**config.mk**
```make
export PLATFORM = sky130hd
export DESIGN_NAME = de_morgan_sweep_ctrl
export DESIGN_NICKNAME = d
export VERILOG_FILES = /design/src/rtl/de_morgan_pkg.sv /design/src/rtl/de_morgan_idx_cnt.sv /design/src/rtl/de_morgan_sweep_ctrl.sv
export SDC_FILE = /design/constraint.sdc
export NUM_CORES = 1
export LEC_CHECK = 0
export CAP_MARGIN = 40
export CORE_MARGIN = 4
export CORE_UTILIZATION = 52
export CTS_CLUSTER_DIAMETER = 50
export DETAILED_ROUTE_END_ITERATION = 8
export PLACE_DENSITY = 0.82
export SYNTH_ARGS = -nofsm -noshare
export SYNTH_HDL_FRONTEND = slang
export SYNTH_SLANG_ARGS = --single-unit
```
**constraint.sdc**
```tcl
create_clock -name clk -period 3.3 [get_ports clk]
set_clock_uncertainty 0.2 [all_clocks]
set_input_delay 0.495 -clock clk [delete_from_list [all_inputs] [get_ports clk]]
set_output_delay 0.495 -clock clk [all_outputs]
set_load 0.05 [all_outputs]
```
**src/rtl/de_morgan_pkg.sv**
```systemverilog
// Shared types and constants for the NOR gate self-test sequencer.
package de_morgan_pkg;

   typedef enum logic [2:0] {
      IDLE,
      APPLY,
      WAIT,
      CHECK,
      FINISH
   } state_t;

   // Combination index, bit 1 drives gate input a, bit 0 drives gate input b.
   typedef logic [1:0] comb_idx_t;

   localparam int unsigned NUM_COMB = 4;

   // Expected NOR output per combination, indexed by {a,b}.
   localparam logic [NUM_COMB-1:0] EXP_NOR = 4'b0001;

endpackage

```
**src/rtl/de_morgan_idx_cnt.sv**
```systemverilog
// Combination index and sweep-pass counter for the NOR self-test.
module de_morgan_idx_cnt
   import de_morgan_pkg::*;
#(
   parameter int unsigned PASSES = 1
) (
   input  logic      clk,
   input  logic      rst,
   input  logic      clr,
   input  logic      step,
   output comb_idx_t cur_idx,
   output logic      last_comb_c,
   output logic      last_pass_c,
   output comb_idx_t idx_nxt_c
);

   localparam int unsigned PW = (PASSES > 1) ? $clog2(PASSES) : 1;

   logic [PW-1:0] pass_cnt;
   logic [PW-1:0] pass_nxt;

   assign last_comb_c = (cur_idx == comb_idx_t'(NUM_COMB - 1));
   assign last_pass_c = (pass_cnt == PW'(PASSES - 1));

   // Advance index; wrap to 0 and bump the pass counter after the last combination.
   always_comb begin
      idx_nxt_c = cur_idx;
      pass_nxt  = pass_cnt;
      if (clr) begin
         idx_nxt_c = '0;
         pass_nxt  = '0;
      end else if (step) begin
         if (!last_comb_c) begin
            idx_nxt_c = cur_idx + comb_idx_t'(1);
         end else if (!last_pass_c) begin
            idx_nxt_c = '0;
            pass_nxt  = pass_cnt + PW'(1);
         end
      end
   end

   // Index and pass counter registers.
   always_ff @(posedge clk) begin
      if (rst) begin
         cur_idx  <= '0;
         pass_cnt <= '0;
      end else begin
         cur_idx  <= idx_nxt_c;
         pass_cnt <= pass_nxt;
      end
   end

endmodule

```
**src/rtl/de_morgan_sweep_ctrl.sv**
```systemverilog
// Sweeps all input combinations of a 2-input NOR gate, checks the output
// against ~a & ~b and reports mismatch statistics.
module de_morgan_sweep_ctrl
   import de_morgan_pkg::*;
#(
   parameter int unsigned PASSES = 1,
   parameter int unsigned SETTLE = 1,
   parameter int unsigned CNT_W  = 8
) (
   input  logic             clk,
   input  logic             rst,
   input  logic             start,
   input  logic             abort,
   output logic             dut_a,
   output logic             dut_b,
   input  logic             dut_c,
   output logic             busy,
   output logic             done,
   output logic             pass,
   output logic [CNT_W-1:0] err_cnt,
   output logic [3:0]       err_vec,
   output comb_idx_t        cur_idx
);

   localparam int unsigned SW = (SETTLE > 0) ? $clog2(SETTLE + 1) : 1;

   state_t           state;
   state_t           state_nxt;
   logic [SW-1:0]    settle_cnt;
   logic [SW-1:0]    settle_nxt;
   logic [CNT_W-1:0] err_cnt_nxt;
   logic [3:0]       err_vec_nxt;
   logic             pass_nxt;
   logic             dut_a_nxt;
   logic             dut_b_nxt;
   logic             clr_c;
   logic             step_c;
   logic             last_comb_c;
   logic             last_pass_c;
   comb_idx_t        idx_nxt_c;

   de_morgan_idx_cnt #(
      .PASSES (PASSES)
   ) u_idx_cnt (
      .clk         (clk),
      .rst         (rst),
      .clr         (clr_c),
      .step        (step_c),
      .cur_idx     (cur_idx),
      .last_comb_c (last_comb_c),
      .last_pass_c (last_pass_c),
      .idx_nxt_c   (idx_nxt_c)
   );

   // Next-state and next-output logic; abort in an active state returns to IDLE.
   always_comb begin
      state_nxt   = state;
      settle_nxt  = settle_cnt;
      err_cnt_nxt = err_cnt;
      err_vec_nxt = err_vec;
      pass_nxt    = pass;
      clr_c       = 1'b0;
      step_c      = 1'b0;

      unique case (state)
         IDLE: begin
            if (start) begin
               state_nxt   = APPLY;
               clr_c       = 1'b1;
               err_cnt_nxt = '0;
               err_vec_nxt = '0;
               pass_nxt    = 1'b0;
            end
         end
         APPLY: begin
            if (abort) begin
               state_nxt = IDLE;
               pass_nxt  = 1'b0;
            end else begin
               settle_nxt = SW'(SETTLE);
               state_nxt  = (SETTLE > 0) ? WAIT : CHECK;
            end
         end
         WAIT: begin
            if (abort) begin
               state_nxt = IDLE;
               pass_nxt  = 1'b0;
            end else if (settle_cnt <= SW'(1)) begin
               state_nxt = CHECK;
            end else begin
               settle_nxt = settle_cnt - SW'(1);
            end
         end
         CHECK: begin
            if (abort) begin
               state_nxt = IDLE;
               pass_nxt  = 1'b0;
            end else begin
               if (dut_c != EXP_NOR[cur_idx]) begin
                  err_vec_nxt[cur_idx] = 1'b1;
                  if (err_cnt != {CNT_W{1'b1}}) begin
                     err_cnt_nxt = err_cnt + CNT_W'(1);
                  end
               end
               step_c    = 1'b1;
               state_nxt = (last_comb_c && last_pass_c) ? FINISH : APPLY;
            end
         end
         FINISH: begin
            pass_nxt  = (err_cnt == '0);
            state_nxt = IDLE;
         end
         default: begin
            state_nxt = IDLE;
         end
      endcase

      // Gate inputs follow the index while a combination is applied, else idle low.
      if (state_nxt == APPLY || state_nxt == WAIT || state_nxt == CHECK) begin
         dut_a_nxt = idx_nxt_c[1];
         dut_b_nxt = idx_nxt_c[0];
      end else begin
         dut_a_nxt = 1'b0;
         dut_b_nxt = 1'b0;
      end
   end

   // State and registered outputs.
   always_ff @(posedge clk) begin
      if (rst) begin
         state      <= IDLE;
         settle_cnt <= '0;
         err_cnt    <= '0;
         err_vec    <= '0;
         pass       <= 1'b0;
         busy       <= 1'b0;
         done       <= 1'b0;
         dut_a      <= 1'b0;
         dut_b      <= 1'b0;
      end else begin
         state      <= state_nxt;
         settle_cnt <= settle_nxt;
         err_cnt    <= err_cnt_nxt;
         err_vec    <= err_vec_nxt;
         pass       <= pass_nxt;
         busy       <= (state_nxt != IDLE);
         done       <= (state_nxt == FINISH);
         dut_a      <= dut_a_nxt;
         dut_b      <= dut_b_nxt;
      end
   end

endmodule

```
==> results.tsv <==
stage	metric	value	unit
floorplanning	dieArea	2790	sq um
floorplanning	die_h	52.8	um
routing	routed_wl	2.31	mm
place	dp_hpwl	1.65	mm
sta	period_share	75.3	%
layout	area_delta_synth_final	25.0	%
place	io_buffers	23	
yosys	synthSimpleGateAreaFrac	27.9	%
place	place_ws	0.658	ns
place	dpl_cell_area	1270	sq um
sta	hold_slack	0.294	ns
yosys	yosys_warnings	0	
routing	avgViaCountPerCell	5.68	
power	max-vdd-ir-drop	0.000276	V
floorplanning	design.core.area	1820	sq um
yosys	synth-main-ff-cell	dfxtp_1	
global_route	grt_antenna_before_repair	0	
layout	nets	158	
layout	seqCellArea	440	sq um
routing	vias	994	
sta	relSlewSlack	40.3	%
sta	rsz0062_at_grt	no	
cts	holdBufCountCts	0	
power	p_int	0.354	mW
worst_setup_path	cpPeakStageDelay	0.91	ns
yosys	synth_compound_area_share	20.7	%
layout	diodes	0	
sta	setup_violations	0	
worst_setup_path	cp_data_arrival_time	1.79	ns
cts	cts_setup_buffers	0	
yosys	synth-async-reset-ratio	0	%
power	p_per_area	358	nW/um^2
worst_setup_path	worst-setup-path-type	reg2out	
place	gp_congestion	0.785	
routing	drc	0	
sta	worst_pin_slew	0.894	ns
worst_setup_path	crit_chain	clkdlybuf4s50_1	
yosys	synth_top_family_by_area	simple AND/OR/NAND/NOR gates	
layout	finish.instance_area	1310	sq um
worst_setup_path	required	2.60	ns
cts	cts_resized	0	
worst_setup_path	crit_buf_inv	1	
floorplanning	start_util	57.4	%
cts	clk_path_buf_depth	2	
min_path	hold_class	reg2reg	
power	power.share.switching	24.2	%
cts	clkSlewWorstSetupHoldPaths	0.12	ns
status	outcome	completed	
cts	clock_sinks	22	
power	comb_power_share	10.6	%
power	clkPwrFrac	30.9	%
cts	cts_buffers	3	
yosys	avgSynthCellArea	8.04	sq um
floorplanning	io_pins	24	
cts	root_buffer	clkbuf_4	
yosys	yosys.area_share.xor_xnor	0.838	%
worst_setup_path	crit_fanout	13	
cts	tritoncts	done	
routing	avgRoutedWirePerCell	13.2	um
yosys	synth_top_area_cell	dfxtp_1	
routing	firstDrtPassIters	4	
yosys	synthAdderAreaFrac	2.40	%
sta	fmax	0.402	GHz
yosys	synth-seq-cells	22	
sta	setup_slack	0.815	ns
layout	final_common_cell	clkdlybuf4s50_1	
yosys	muxShareOfSynthArea	0	%
layout	layout-drive-gt1-share	3.33	%
yosys	synth-edff-count	0	
layout	layout_common_cells	clkdlybuf4s50_1 (23), dfxtp_1 (22), nor2_1 (18)	
global_route	overflow	0	
job	drv_cap	0	
layout	multi_input_area	542	sq um
floorplanning	die_w	52.8	um
global_route	grt_pass1_vias	844	
power	switchingPower	0.113	mW
worst_setup_path	r2r_slack	0.95	ns
worst_setup_path	end_kind	output port	
yosys	yosysSeqAreaShare	42.2	%
sta	slew_viol_final	0	
sta	period_minus_slack	2.49	ns
yosys	syn_inst	130	
worst_setup_path	start_kind	register	
cts	cts-htree-levels	1	
layout	fin_util	71.8	%
yosys	ys_types	33	
yosys	synth_top_cell_area_share	42.2	%
sta	finalHoldViolations	0	
power	power_leakage	0.471	nW
power	share_seq_of_total_power	58.5	%
yosys	synth_fp_nets	137	
global_route	track_usage	18.9	%
worst_setup_path	crit_slowest_cell	clkdlybuf4s50_1	
global_route	grt_pass1_wl	4.00	mm
floorplanning	rows	15	
cts	insertion_delay	0.30	ns
yosys	syn_area	1040	sq um
worst_setup_path	crit_family	buffers and inverters	
sta	finalSetupTns	0	ns
yosys	synth_area_leaders	dfxtp_1 (42%), nor2_1 (6.5%), o21ai_0 (4.3%)	
routing	antenna_left	0	
global_route	grt_max_degree	14	
layout	nFillCells	143	
routing	drtIter0Drc	47	
layer usage:
layer	up-vias	wire length [um]	global-route usage, %
li1	507	-	-
met4	0	13	5.11
met2	31	1010	26.7
met5	-	0	0
met1	454	1160	28.5
met3	2	126	3.70
stage by stage:
step | std cells | total power, mW
CTS | 175 | 0.470
global placement | 171 | 0.328
floorplan | 130 | 0.314
detailed placement | 171 | 0.328
finish | 175 | 0.467
global route | 175 | 0.489
cells in the mapped netlist, types with 3 or more instances:
cell / count
dfxtp_1: 22
nor2_1: 18
nand2_1: 9
o21ai_0: 9
a21oi_1: 8
nand3_1: 8
inv_1: 7
a31oi_1: 6
nand3b_1: 5
and3_1: 4
clkbuf_1: 4
a22oi_1: 3
nor3_1: 3
path summary, 6_finish.rpt:
| kind | end | cells past startpoint | from |
|---|---|---|---|
| min reg2reg | err_vec[1]$_SDFFE_PP0P_ | 2 | err_vec[1]$_SDFFE_PP0P_ |
| max | cur_idx[0] | 1 | u_idx_cnt.cur_idx[0]$_SDFF_PP0_ |
| min | err_vec[1]$_SDFFE_PP0P_ | 2 | err_vec[1]$_SDFFE_PP0P_ |
| max reg2reg | err_cnt[5]$_SDFFE_PP0P_ | 5 | state[1]$_SDFF_PP0_ |
power groups by stage:
stage	registers (mW)	logic, mW	clock network, mW
after floorplan	0.284	0.0297	0
after global placement	0.279	0.0486	0
after CTS	0.273	0.0494	0.148
after detailed placement	0.279	0.0489	0
final	0.273	0.0496	0.144
after global routing	0.274	0.0547	0.160
sequential cells by signal, summed over array words and instances (netlist names):
signal and cells:
done 1, err_vec 4, u_idx_cnt.cur_idx 2, state 3, pass 1, err_cnt 8
dut_a 1, busy 1, dut_b 1
cell type report:
type / instances / area share, %
Clock buffer: 4 / 2.78
Inverter: 7 / 2.01
Multi-Input combinational cell: 94 / 41.5
Sequential cell: 22 / 33.7
Tap cell: 25 / 2.39
Timing Repair Buffer: 23 / 17.6
cells by family (layout without fill, tap and decap cells):
| logic type | Yosys count | after routing |
|---|---|---|
| AOI/OAI and AO/OA | 34 | 34 |
| buffers and inverters | 14 | 34 |
| DFF | 22 | 22 |
| xor gates and xnor gates | 1 | 1 |
| adders and majority gates | 2 | 2 |
| and+or+nand+nor | 57 | 57 |
(Power assumes the default switching activity.)
